==> config.mk <==
export PLATFORM = sky130hd
export DESIGN_NAME = serial_tx
export DESIGN_NICKNAME = d
export VERILOG_FILES = /design/src/rtl/serial_tx_pkg.sv /design/src/rtl/serial_tx_bitcnt.sv /design/src/rtl/serial_tx.sv
export SDC_FILE = /design/constraint.sdc
export NUM_CORES = 1
export LEC_CHECK = 0
export ABC_AREA = 1
export BUFFER_PORTS_ARGS = -buffer_cell sky130_fd_sc_hd__buf_2
export CORE_MARGIN = 2
export CORE_UTILIZATION = 35
export CTS_BUF_LIST = sky130_fd_sc_hd__clkbuf_16
export DETAILED_ROUTE_END_ITERATION = 12
export PLACE_DENSITY = 0.65
export SLEW_MARGIN = 20
export SYNTH_ARGS = -nofsm -noshare
export SYNTH_HDL_FRONTEND = slang
export SYNTH_HIERARCHICAL = 1
export SYNTH_SLANG_ARGS = --single-unit
==> constraint.sdc <==
create_clock -name clk -period 1.9 [get_ports clk]
set_clock_uncertainty 0.2 [all_clocks]
set_input_delay 0 -clock clk [delete_from_list [all_inputs] [get_ports clk]]
set_output_delay 0 -clock clk [all_outputs]
set_load 0.02 [all_outputs]
==> src/rtl/serial_tx_pkg.sv <==
// Shared state encoding and defaults for the MSB-first serialiser.
// The PAR encoding is reserved here even when the parity option is compiled out.
package serial_tx_pkg;

   localparam int WIDTH_DEFAULT = 8;
   localparam int STATE_W       = 2;

   typedef enum logic [STATE_W-1:0] {
      IDLE  = 2'd0,
      SHIFT = 2'd1,
      PAR   = 2'd2
   } state_t;

   function automatic logic is_frame_state(input state_t s);
      return (s == SHIFT) || (s == PAR);
   endfunction

endpackage

==> src/rtl/serial_tx_bitcnt.sv <==
// Data-bit index counter: runs 0..WIDTH-1 while enabled, wraps to 0 after the terminal count.
// Synchronous clear has priority over enable; o_tc flags the last data bit.
module serial_tx_bitcnt #(
   parameter int WIDTH = 8
) (
   input  logic                     clk,
   input  logic                     reset,
   input  logic                     i_clr,
   input  logic                     i_en,
   output logic [$clog2(WIDTH)-1:0] o_cnt,
   output logic                     o_tc
);

   localparam int CW = $clog2(WIDTH);
   localparam logic [CW-1:0] LAST = CW'(WIDTH - 1);

   logic [CW-1:0] r_cnt;
   logic          w_tc;

   assign w_tc = (r_cnt == LAST);

   always_ff @(posedge clk) begin
      if (reset || i_clr) begin
         r_cnt <= '0;
      end else if (i_en) begin
         r_cnt <= w_tc ? '0 : r_cnt + 1'b1;
      end
   end

   assign o_cnt = r_cnt;
   assign o_tc  = w_tc;

endmodule

==> src/rtl/serial_tx.sv <==
// MSB-first serialiser, first bit one cycle after load; load_ready is low for the whole frame.
// Define SERIAL_TX_PARITY_EN to append one even-parity bit (frame becomes WIDTH+1 cycles).
module serial_tx
   import serial_tx_pkg::*;
#(
   parameter int WIDTH = WIDTH_DEFAULT
) (
   input  logic             clk,
   input  logic             reset,
   input  logic             load_valid,
   input  logic [WIDTH-1:0] load_data,
   output logic             load_ready,
   output logic             ser_out,
   output logic             ser_valid,
   output logic             ser_last
);

   localparam int CW = $clog2(WIDTH);

   state_t           r_state;
   logic [WIDTH-1:0] r_sr;
   logic             r_load_ready;
   logic             r_ser_valid;
   logic             r_ser_last;
   logic             w_accept;
   logic             w_cnt_en;
   logic             w_tc;
   logic [CW-1:0]    w_cnt;
`ifdef SERIAL_TX_PARITY_EN
   logic             r_par;
`else
   localparam logic [CW-1:0] PENULT = CW'(WIDTH - 2);
`endif

   // load_ready is only high in IDLE, so this is the handshake
   assign w_accept = load_valid && r_load_ready;
   assign w_cnt_en = (r_state == SHIFT);

   serial_tx_bitcnt #(
      .WIDTH (WIDTH)
   ) u_bitcnt (
      .clk   (clk),
      .reset (reset),
      .i_clr (w_accept),
      .i_en  (w_cnt_en),
      .o_cnt (w_cnt),
      .o_tc  (w_tc)
   );

   always_ff @(posedge clk) begin
      if (reset) begin
         r_state      <= IDLE;
         r_sr         <= '0;
         r_load_ready <= 1'b1;
         r_ser_valid  <= 1'b0;
         r_ser_last   <= 1'b0;
`ifdef SERIAL_TX_PARITY_EN
         r_par        <= 1'b0;
`endif
      end else begin
         case (r_state)
            IDLE: begin
               if (w_accept) begin
                  r_state      <= SHIFT;
                  r_sr         <= load_data;
                  r_load_ready <= 1'b0;
                  r_ser_valid  <= 1'b1;
                  r_ser_last   <= 1'b0;
`ifdef SERIAL_TX_PARITY_EN
                  r_par        <= ^load_data;
`endif
               end
            end
            SHIFT: begin
               if (w_tc) begin
`ifdef SERIAL_TX_PARITY_EN
                  // parity rides in the MSB so ser_out stays a plain register tap
                  r_state    <= PAR;
                  r_sr       <= {r_par, {(WIDTH-1){1'b0}}};
                  r_ser_last <= 1'b1;
`else
                  r_state      <= IDLE;
                  r_sr         <= '0;
                  r_load_ready <= 1'b1;
                  r_ser_valid  <= 1'b0;
                  r_ser_last   <= 1'b0;
`endif
               end else begin
                  r_sr <= {r_sr[WIDTH-2:0], 1'b0};
`ifdef SERIAL_TX_PARITY_EN
                  r_ser_last <= 1'b0;
`else
                  r_ser_last <= (w_cnt == PENULT);
`endif
               end
            end
`ifdef SERIAL_TX_PARITY_EN
            PAR: begin
               r_state      <= IDLE;
               r_sr         <= '0;
               r_load_ready <= 1'b1;
               r_ser_valid  <= 1'b0;
               r_ser_last   <= 1'b0;
            end
`endif
            default: begin
               r_state      <= IDLE;
               r_sr         <= '0;
               r_load_ready <= 1'b1;
               r_ser_valid  <= 1'b0;
               r_ser_last   <= 1'b0;
            end
         endcase
      end
   end

   assign load_ready = r_load_ready;
   assign ser_out    = r_sr[WIDTH-1];
   assign ser_valid  = r_ser_valid;
   assign ser_last   = r_ser_last;

endmodule

# After elaboration in Yosys (flattened, before gate mapping)
# Cells that the tools add are included.
dict set report op_classes {
  addsub 1
  n_eq_ne 5
  n_mux 15
  n_reduce_logical 4
}
# op count
set ops {}
lappend ops {{two-way mux 8 bit} 2}
lappend ops {{one-hot mux 8 bit (2 select lines)} 1}
lappend ops {{== test 3 bit, second input constant} 2}
lappend ops {{one-hot mux 1 bit (2 select lines)} 3}
lappend ops {{two-way mux 1 bit} 5}
lappend ops {{two-way mux 2 bit} 2}
lappend ops {{one-hot mux 2 bit (2 select lines)} 1}
lappend ops {{adder 3 x 1 -> 3 bit, second input constant} 1}
lappend ops {{two-way mux 3 bit} 1}
lappend ops {{== test 2 x 1 -> 1 bit, second input constant} 1}
lappend ops {{zero test 2 bit} 1}
lappend ops {{inequality test 2 x 1 -> 1 bit, second input constant} 1}
lappend ops {{inequality test 2 bit, second input constant} 1}
lappend ops {{AND reduction 2 bit} 1}
lappend ops {{logical AND 1 bit} 1}
lappend ops {{logical OR 1 bit} 1}
dict set report word_totals {
  ff_bits 16
  inputBits 11
  out_inout_bits 4
  wordCells 31
}

# Longest topological paths before layout
# Gate-level depths: netlist of the first run.
dict set report depth {
  ltp_word 3
  mapped_depth 7
  mapped_depth_nobuf 7
}

# Modules after synthesis
# Netlist of the first run, hierarchy kept.
# module instances cells_each area_each_um2 seq_area_each_um2
set modules_own_cells {}
lappend modules_own_cells {serial_tx 1 85 531.8 220.2}
lappend modules_own_cells {serial_tx_bitcnt 1 21 153.9 60.1}

# Worst setup path after synthesis of the first run
# OpenSTA, ideal clock, no wires.
dict set report synth_path {
  kind {flip-flop to flip-flop}
  from {reg r_state[0]}
  to {reg r_sr[4]}
  setup_time_ns 0.116
  arrival_ns 1.166
  t_required_ns 1.584
  path_slack_ns 0.418
  stages_incl_launch_ff 7
  n_path_buf 1
  period_less_slack_ns 1.482
  cell_sequence {dfxtp_1 inv_2 nand2_4 buf_6 nand2_1 nor2_1 nor2_1}
}
dict set report synth_between {
  elab_chain_cells 2
  elab_cells_between_ends 4
  classes_between {eq/ne: 2; mux: 1; reduce/logical: 1}
}
# element line
set synth_lines {}
lappend synth_lines {{from (decl)} serial_tx.sv:20} ;# state_t r_state;
lappend synth_lines {{from (signal assigned)} serial_tx.sv:52} ;# r_state <= IDLE;
lappend synth_lines {{from (signal assigned)} serial_tx.sv:64} ;# r_state <= SHIFT;
lappend synth_lines {{from (signal assigned)} serial_tx.sv:82} ;# r_state <= IDLE;
lappend synth_lines {{== test 2 x 1 -> 1 bit / zero test 2 bit (equally long branches)} serial_tx.sv:61} ;# case (r_state)
lappend synth_lines {{one-hot mux 8 bit (2 select lines) / inequality test 2 x 1 -> 1 bit (equally long branches)} --}
lappend synth_lines {{to (signal assigned)} serial_tx.sv:65} ;# r_sr <= load_data;
lappend synth_lines {{to (signal assigned)} serial_tx.sv:89} ;# r_sr <= {r_sr[WIDTH-2:0], 1'b0};
lappend synth_lines {{to (decl)} serial_tx.sv:21} ;# logic [WIDTH-1:0] r_sr;
# Parallel ways exist; a longest one is shown, timed or not.
# A chain may end at the register's enable or synchronous reset.

# Worst setup path after layout of the first run
dict set report layout_path {
  from {reg u_bitcnt.r_cnt[0] (netlist: u_bitcnt/o_cnt[0])}
  to {reg r_sr[7]}
}
dict set report layout_between {
  elab_chain_cells 3
}
# element line
set layout_lines {}
lappend layout_lines {{from (decl)} serial_tx_bitcnt.sv:17} ;# logic [CW-1:0] r_cnt;
lappend layout_lines {{from (signal assigned)} serial_tx_bitcnt.sv:26} ;# r_cnt <= w_tc ? '0 : r_cnt + 1'b1;
lappend layout_lines {{== test 3 bit} serial_tx_bitcnt.sv:20} ;# assign w_tc = (r_cnt == LAST);
lappend layout_lines {{via w_tc} serial_tx.sv:27} ;# logic w_tc;
lappend layout_lines {{two-way mux 8 bit} serial_tx.sv:75} ;# if (w_tc) begin
lappend layout_lines {{one-hot mux 8 bit (2 select lines)} serial_tx.sv:61}
# The timed path passes the listed nets, and every way through them passes these cells.

==> impl_metrics.yaml, run 1 <==
status:
  outcome: "completed"
die:
  core_area_mm2: 0.00190
  die_y_um: 48.3
  io_pins: 15
  die_w_um: 48.3
  die_area_mm2: 0.00233
  rows: 16
  initial_utilization_pct: 36.1
timing:
  hold_viol: 0
  finalSetupViolations: 0
  finalSetupTns_ns: 0
  tightest_slew_ns: 0.275
  report.final.slew_viol_count: 0
  max_slew_margin_pct: 81.6
  rsz0062_at_grt: "false"
  period_share_pct: 79.8
  fin_crit_ns: 1.52
  max_freq_ghz: 0.660
clocking:
  post_cts_buffers: 0
  cts_root_buffer: "clkbuf_16"
  clk_pin_slew_ns: 0.04
  clock_latency_ns: 0.24
  tritoncts: "yes"
  htree_levels: 1
  numCtsBuffers: 3
  clock_path_buffers: 2
  cts.sinks: 14
placement:
  routabilityCongestion: 0.767
  place_inst: 147
  numPortBuffers: 14
  place_area_um2: 786
  dp_hpwl_um: 934
worst_hold_path:
  hp-class: "input port to flip-flop"
  hp-start: "load_valid"
  hold_depth: 3
  hold_path_end: "r_sr[0]"
detailed_routing:
  wl_per_cell_um: 8.77
  routed_via_density: 4.17
  dr_total_vias: 663
  detail-route-antenna-nets: 0
  first_iter_violations: 9
  wirelength_mm: 1.40
  route.detailed.drc: 0
  dr.pass1.iters: 4
critical_path:
  path_depth: 7
  slowest_stage: "dfxtp_1"
  path_cells: "ha_1 -> ha_1 -> inv_1 -> nand2_1 -> nor2_1 -> nor2_1 -> nor2_1"
  crit_family: "simple AND/OR/NAND/NOR gates"
  r2r_end: "r_sr[7]"
  crit_fanout: 7
  critPathMaxStageDelay_ns: 0.37
  cp-start-kind: "flip-flop"
  worstSetupEndpointType: "flip-flop"
  cp.required_ns: 1.83
  reg2reg_depth: 7
  arrival_ns: 1.45
  rrSetupSlack_ns: 0.38
  critPathKind: "flip-flop to flip-flop"
  crit_path_frequent_cell: "nor2_1"
  r2r_start: "u_bitcnt/o_cnt[0]"
  critPathBufInv: 1
finish:
  antenna_cells: 0
  layout_common_cells: "nor2_1 (31), nand2_1 (23), inv_1 (16)"
  final_cells: 159
  final_core_util_pct: 50.0
  layout_commonest_cell: "nor2_1"
  nNetsFinal: 147
  final_layout_size_suffix_gt1_share_pct: 15.9
  synthToLayoutAreaGrowth_pct: 38.7
  final_area_um2: 951
synthesis:
  synth_area_um2: 686
  yosysSeqAreaShare_pct: 40.9
  synth_mux_area_share_pct: 0
  syn-num-nets: 119
  syn-mean-instance-area_um2: 6.47
  synth_simple_gate_area_share_pct: 35.0
  syn_inst: 106
  yosys_register_bits: 14
  synth_top_family_by_area: "simple AND/OR/NAND/NOR gates"
  synth_compound_area_share_pct: 9.49
  synthXorXnorAreaFrac_pct: 0
  synthDistinctLibCells: 14
  synth_fa_ha_area_share_pct: 3.65
  synth_warnings: 6
pwr:
  leakage_uw: 0.000477
  powerDensity_mw_per_mm2: 945
  peakVddDrop_mv: 0.442
grt:
  grt_util_all_layers_pct: 12.8
  antenna_found_initial: 0
  grt-ovfl-total: 0
  grt_pass1_vias: 526
  grt_pass1_wl_mm: 2.08
  grt_max_degree: 15
run:
  cap_violations: 0
-- worst max-delay path by stage --
stage	startpoint	endpoint	slack (ns)
CTS	u_bitcnt/o_cnt[0]	r_sr[7]	0.36
global route	u_bitcnt/o_cnt[0]	r_sr[7]	0.22
floorplan	r_state[0]	r_sr[4]	0.42
detailed placement	u_bitcnt/o_cnt[0]	r_sr[7]	0.40
global placement	u_bitcnt/o_cnt[0]	r_sr[7]	0.44
finish	u_bitcnt/o_cnt[0]	r_sr[7]	0.38
-- state kept, by name, summed over array words and instances (netlist names) --
| register | cells |
|---|---|
| r_sr | 8 |
| u_bitcnt/o_cnt | 3 |
| load_ready | 1 |
| r_state | 1 |
| ser_last | 1 |
-- synth_stat cells, drive strengths merged --
cell type  count  area [um^2]
nand2         24         97.6
dfxtp         14          280
nand3          2         10.0
ha             2         25.0
nor2          32          128
o21ai          8         40.0
a21oi          5         25.0
inv           17         63.8
nor3           1         5.00
buf            1         11.3
-- routing by layer --
layer	up-vias	wire (um)	global-route usage [%]
li1	372	-	-
met1	281	685	14.8
met2	10	665	21.6
met3	0	44	3.33
met4	0	0	6.49
met5	-	0	0
-- through the flow --
stage	worst slack [ns]	hold WS [ns]	power, uW
6_report	0.385	0.0334	898
2_1_floorplan	0.418	-0.131	466
3_3_place_gp	0.439	0.0891	505
4_1_cts	0.364	0.0414	912
3_5_place_dp	0.403	0.0879	506
5_1_grt	0.219	0.0702	951
-- what timing repair did --
item,CTS,global route
gates resized for setup,0,0
setup endpoints to repair,0,0
hold buffers,9,0
hold endpoints to repair,14,0
-- area by class of cell --
class                           count  area, um^2
Fill cell                         204         951
Inverter                           17        63.8
Sequential cell                    14         280
Multi-Input combinational cell     74         330
Clock buffer                        3        75.1
Tap cell                           27        33.8
Timing Repair Buffer               24         168
-- worst reg2reg max path: cells and delay by family, from the launching register on --
family	cells	cell delay, ns
buffers and inverters	1	0.06
DFF	1	0.37
and+or+nand+nor	4	0.40
adders and majority gates	2	0.37
-- kinds of logic (layout without fill, tap and decap cells) --
group,Yosys count,after routing
AOI/OAI and AO/OA,13,13
adders and majority gates,2,2
buffers and inverters,18,44
DFF,14,14
and+or+nand+nor,59,59
-- report_power, final --
part | internal (uW) | switching, uW
sequential | 327 | 16.9
clock | 274 | 109
combinational | 68.2 | 102
total | 670 | 229
Note: power is estimated with default switching activity, not from simulation.
==> run 2: changes to the inputs <==
--- a/config.mk
+++ b/config.mk
@@ -5,7 +5,7 @@
 export SDC_FILE = /design/constraint.sdc
 export NUM_CORES = 1
 export LEC_CHECK = 0
-export ABC_AREA = 1
+export ABC_AREA = 0
 export BUFFER_PORTS_ARGS = -buffer_cell sky130_fd_sc_hd__buf_2
 export CORE_MARGIN = 2
 export CORE_UTILIZATION = 35
==> constraint.sdc (replaced) <==
create_clock -name clk -period 1.5 [get_ports clk]
set_clock_uncertainty 0.2 [all_clocks]
set_input_delay 0 -clock clk [delete_from_list [all_inputs] [get_ports clk]]
set_output_delay 0 -clock clk [all_outputs]
set_load 0.02 [all_outputs]
==> run 2 against run 1 <==
Against the previous run:
- register-to-register slack worse by 0.37 ns
- utilization rose by 4.2 points
- critical endpoint is now u_bitcnt/o_cnt[0]
- global-route usage up 1.3 points
- largest cell class unchanged
- critical path type unchanged
- largest power group unchanged
- via count shrank 13%
- synthesized area down 1.3%
==> impl_metrics.yaml, run 2 <==
die:
  io_pins: 15
  rows: 15
  die_y_um: 48.0
  die_w_um: 48.0
  core_area_mm2: 0.00176
  initial_utilization_pct: 38.4
  die_area_mm2: 0.00230
placement:
  routabilityCongestion: 0.742
  place_area_um2: 810
  numPortBuffers: 14
  dp_hpwl_um: 975
  dp_slack_ns: -0.0273
detailed_routing:
  dr_total_vias: 578
  route.detailed.drc: 0
  routed_via_density: 4.98
  wl_per_cell_um: 12.2
  dr.pass1.iters: 2
  wirelength_mm: 1.41
  detail-route-antenna-nets: 0
  first_iter_violations: 6
synthesis:
  yosysSeqAreaShare_pct: 41.4
  syn-num-nets: 82
  synth_commonest_cells: "a211oi_1 (14), dfxtp_1 (14), nand2b_1 (8)"
  synth_flop_cell: "dfxtp_1"
  netlist_top_cells_area: "dfxtp_1 (41%), a211oi_1 (16%), nand2b_1 (7.4%), mux2i_1 (4.4%), and3_2 (4.4%)"
  yosys_register_bits: 14
  async_flop_share_pct: 0
  synthDistinctLibCells: 23
  synth_top_cell_area_share_pct: 41.4
  synth_area_um2: 677
  synth_warnings: 6
  synth_largest_area_cell: "dfxtp_1"
  syn-mean-instance-area_um2: 9.81
  synth_edf_count: 0
  syn_inst: 69
critical_path:
  slowest_stage: "or3b_4"
  worstSetupEndpointType: "flip-flop"
  setup.worst_path.start: "u_bitcnt/o_cnt[1]"
  cp-start-kind: "flip-flop"
  critPathKind: "flip-flop to flip-flop"
  critPathMaxStageDelay_ns: 0.37
  crit_fanout: 4
  arrival_ns: 1.44
  r2r_start: "u_bitcnt/o_cnt[1]"
  path_cells: "ha_4 -> ha_4 -> or3b_4 -> a211oi_2"
  crit_path_frequent_cell: "ha_4"
  cp.required_ns: 1.46
timing:
  finalSetupTns_ns: 0
  hold_viol: 0
  rsz0062_at_grt: "true"
  max_freq_ghz: 0.672
  period_share_pct: 99.2
  max_slew_margin_pct: 80.1
  tightest_slew_ns: 0.299
  worst_slack_ns: 0.0121
  fin_crit_ns: 1.49
  report.final.slew_viol_count: 0
  finalSetupViolations: 0
finish:
  regMostFlops: "r_sr"
  final_core_util_pct: 54.2
  fill_cells: 171
  largest_reg_flops: 8
  antenna_cells: 0
  layout_common_cells: "buf_2 (14), a211oi_1 (12), dfxtp_1 (12)"
  synthToLayoutAreaGrowth_pct: 41.2
  final_layout_size_suffix_gt1_share_pct: 41.8
  layout_commonest_cell: "buf_2"
  final_area_um2: 956
  nNetsFinal: 105
grt:
  grt-ovfl-total: 0
  antenna_found_initial: 0
  grt_util_all_layers_pct: 14.1
  grt_max_degree: 16
  grt_pass1_vias: 512
  grt_pass1_wl_mm: 2.26
clocking:
  cts.sinks: 14
  cts_root_buffer: "clkbuf_16"
  clock_latency_ns: 0.24
  numCtsBuffers: 3
  htree_levels: 1
  post_cts_buffers: 0
  clk_pin_slew_ns: 0.05
  tritoncts: "yes"
  clock_path_buffers: 2
pwr:
  internal_power_uw: 830
  peakVddDrop_mv: 0.788
  leakage_uw: 0.000392
  power.clock.fraction_pct: 46.5
  netSwitchingPower_uw: 242
  netSwitchingFraction_pct: 22.6
  finalPower_uw: 1070
  comb_power_share_pct: 14.2
  powerDensity_mw_per_mm2: 1120
  p_seq_share_pct: 39.3
worst_hold_path:
  hp-class: "input port to flip-flop"
  hp-start: "load_data[5]"
run:
  cap_violations: 0
status:
  outcome: "completed"
[run 2: per-stage QoR]
step	hold WS, ns	std cells
after floorplan	-0.135	69
after global placement	0.0894	109
final	0.0460	116
after global routing	0.0948	116
after CTS	0.0433	116
after detailed placement	0.104	109
[run 2: cell families after synthesis]
group | count (synthesis) | share of synthesized area, %
simple gates | 25 | 24.0
compound gates | 18 | 20.0
flops | 14 | 41.4
buf+inv | 6 | 4.81
mux | 4 | 6.10
fa+ha+maj | 2 | 3.70
[run 2: per-layer routing]
layer	share of wire, %	vias to the layer above	wire (um)	global-route usage, %
li1	-	300	-	-
met1	48	270	672	19.6
met2	48	8	680	20.5
met3	4.2	0	60	5.66
met4	0	0	0	3.24
met5	0	-	0	0
[run 2: final timing paths]
check / endpoint / slack (ns) / depth (start not counted)
setup / recovery: u_bitcnt/o_cnt[0] / 0.01 / 4
setup reg to reg: u_bitcnt/o_cnt[0] / 0.01 / 4
hold reg to reg: ser_last / 0.27 / 2
hold / removal: r_sr[5] / 0.05 / 4
[run 2: what timing repair did]
| item | 4_1_cts | 5_1_grt |
|---|---|---|
| hold buffers | 3 | 0 |
| setup endpoints to repair | 2 | 8 |
| gates resized for setup | 3 | 5 |
| hold endpoints to repair | 14 | 0 |
| gates cloned | 0 | 0 |
[run 2: cell type report]
class,count,area [um^2],share of cell area [%]
Clock buffer,3,75.1,7.85
Tap cell,25,31.3,3.27
Sequential cell,14,283,29.6
Multi-Input combinational cell,49,402,42.0
Inverter,1,3.75,0.393
Timing Repair Buffer,23,158,16.5
Clock inverter,1,3.75,0.393
[run 2: power by group through the flow]
stage | sequential, uW | combinational [uW] | clock (uW)
6_report | 421 | 152 | 498
5_1_grt | 424 | 169 | 532
4_1_cts | 420 | 146 | 519
3_5_place_dp | 427 | 139 | 0
3_3_place_gp | 426 | 136 | 0
2_1_floorplan | 432 | 88.7 | 0
[run 2: critical path, delay by kind of cell, from the launching register on]
| family | cells | cell delay [ns] |
|---|---|---|
| and+or+nand+nor | 1 | 0.37 |
| DFF | 1 | 0.33 |
| AOI/OAI and AO/OA | 1 | 0.17 |
| adders and majority gates | 2 | 0.33 |
==> run 3: changes to the inputs <==
--- a/config.mk
+++ b/config.mk
@@ -6,7 +6,8 @@
 export NUM_CORES = 1
 export LEC_CHECK = 0
 export ABC_AREA = 0
-export BUFFER_PORTS_ARGS = -buffer_cell sky130_fd_sc_hd__buf_2
+export BUFFER_PORTS_ARGS = -buffer_cell sky130_fd_sc_hd__buf_4
+export CORE_ASPECT_RATIO = 1.2
 export CORE_MARGIN = 2
 export CORE_UTILIZATION = 35
 export CTS_BUF_LIST = sky130_fd_sc_hd__clkbuf_16
==> run 3 against run 2 <==
Against the previous run:
- routed wire length down 0.14%
- sequential cell count unchanged
- largest power group unchanged
- global-route usage up 0.74 points
- critical path depth unchanged
==> impl_metrics.yaml, run 3 (synthesis gave the netlist of run 2 again) <==
detailed_routing:
  dr.pass1.iters: 3
  dr_total_vias: 581
  wl_per_cell_um: 12.8
  detail-route-antenna-nets: 0
  first_iter_violations: 4
  wirelength_mm: 1.41
  routed_via_density: 5.28
  route.detailed.drc: 0
timing:
  max_freq_ghz: 0.671
  finalSetupTns_ns: 0
  holdWs_ns: 0.0447
  worst_slack_ns: 0.0101
  max_slew_margin_pct: 78.4
  hold_viol: 0
  period_share_pct: 99.3
  report.final.slew_viol_count: 0
  tightest_slew_ns: 0.324
  fin_crit_ns: 1.49
  finalSetupViolations: 0
  rsz0062_at_grt: "true"
finish:
  nNetsFinal: 106
  synthToLayoutAreaGrowth_pct: 44.7
  final_layout_size_suffix_gt1_share_pct: 44.0
  layout_commonest_cell: "buf_4"
  largest_reg_flops: 8
  fill_cells: 165
  layout_common_cells: "buf_4 (21), dfxtp_1 (12), a211oi_1 (11)"
  final_core_util_pct: 53.6
  antenna_cells: 0
  regMostFlops: "r_sr"
grt:
  grt_max_degree: 15
  antenna_found_initial: 0
  grt_pass1_vias: 565
  grt_pass1_wl_mm: 2.41
  grt-ovfl-total: 0
  grt_util_all_layers_pct: 14.9
critical_path:
  cp-start-kind: "flip-flop"
  arrival_ns: 1.44
  path_cells: "ha_4 -> ha_4 -> or3b_4 -> a211oi_2"
  worstSetupEndpointType: "flip-flop"
  critPathKind: "flip-flop to flip-flop"
  crit_path_frequent_cell: "ha_4"
  crit_fanout: 4
  crit_family: "simple AND/OR/NAND/NOR gates"
  slowest_stage: "or3b_4"
  critPathMaxStageDelay_ns: 0.37
  critPathBufInv: 0
  cp.required_ns: 1.45
clocking:
  numCtsBuffers: 3
  cts_root_buffer: "clkbuf_16"
  cts.sinks: 14
  tritoncts: "yes"
  clk_pin_slew_ns: 0.04
  htree_levels: 1
  clock_latency_ns: 0.24
  clock_path_buffers: 2
pwr:
  peakVddDrop_mv: 0.689
  leakage_uw: 0.000404
  powerDensity_mw_per_mm2: 1100
die:
  initial_utilization_pct: 37.0
  die_y_um: 52.2
  die_area_mm2: 0.00230
  io_pins: 15
  rows: 17
  core_area_mm2: 0.00183
  die_w_um: 44.1
placement:
  dp_hpwl_um: 982
  dp_slack_ns: -0.0782
  routabilityCongestion: 0.670
  numPortBuffers: 14
status:
  outcome: "completed"
worst_hold_path:
  hp-class: "input port to flip-flop"
run:
  cap_violations: 0
[run 3: cell count changes in the layout (fill, tap and decap cells not counted)]
| cell | previous run | this run |
|---|---|---|
| a211oi_1 | 12 | 11 |
| clkinv_1 | 1 | 0 |
| a211oi_2 | 3 | 4 |
| buf_4 | 5 | 21 |
| buf_2 | 14 | 0 |
| buf_12 | 1 | 0 |
[run 3: final timing paths]
check	startpoint	cells after the start	end	slack (ns)
setup / recovery	u_bitcnt/o_cnt[0]	4	u_bitcnt/o_cnt[0]	0.01
hold / removal	load_data[7]	4	r_sr[7]	0.04
setup reg to reg	u_bitcnt/o_cnt[0]	4	u_bitcnt/o_cnt[0]	0.01
hold reg to reg	r_sr[3]	2	r_sr[4]	0.28
[run 3: power breakdown]
part | total (uW) | leakage (uW) | internal, uW | switching (uW)
registers | 423 | 0.000116 | 401 | 21.9
clock network | 486 | 0.0000370 | 347 | 138
logic | 165 | 0.000251 | 90.1 | 75.1
[run 3: what timing repair did]
| item | in CTS | in global routing |
|---|---|---|
| pin swaps | 2 | 3 |
| endpoints found under the setup margin | 6 | 5 |
| hold buffers | 3 | 0 |
| hold endpoints to repair | 14 | 0 |
| buffers inserted | 2 | 0 |
| gates resized for setup | 6 | 3 |
[run 3: cell type report]
class	instances	area (um^2)	share of cell area, %
timing repair buffer	24	188	19.2
sequential	14	283	28.9
clock buffer	3	75.1	7.66
multi-input combinational	49	407	41.5
inverter	1	3.75	0.383
tap	19	23.8	2.43
[run 3: metal layers]
metal	global-route usage (%)	share of wire, %	vias to the layer above
li1	-	-	301
met1	16.2	42	261
met2	24.0	49	15
met3	4.48	5.9	4
met4	10.6	3.0	0
met5	0	0	-
[run 3: stage by stage]
step           total power (uW)  cells  cell area [um^2]
2_1_floorplan               521     69               681
3_3_place_gp                571    102               817
3_5_place_dp                574    102               817
4_1_cts                    1080    110               965
5_1_grt                    1130    110               980
6_report                   1070    110               980
[run 3: worst reg2reg max path, cell delays in order, from the launching register on]
cell and delay (ns):
dfxtp_2 0.33, ha_4 0.16, ha_4 0.16, or3b_4 0.37, a211oi_2 0.19
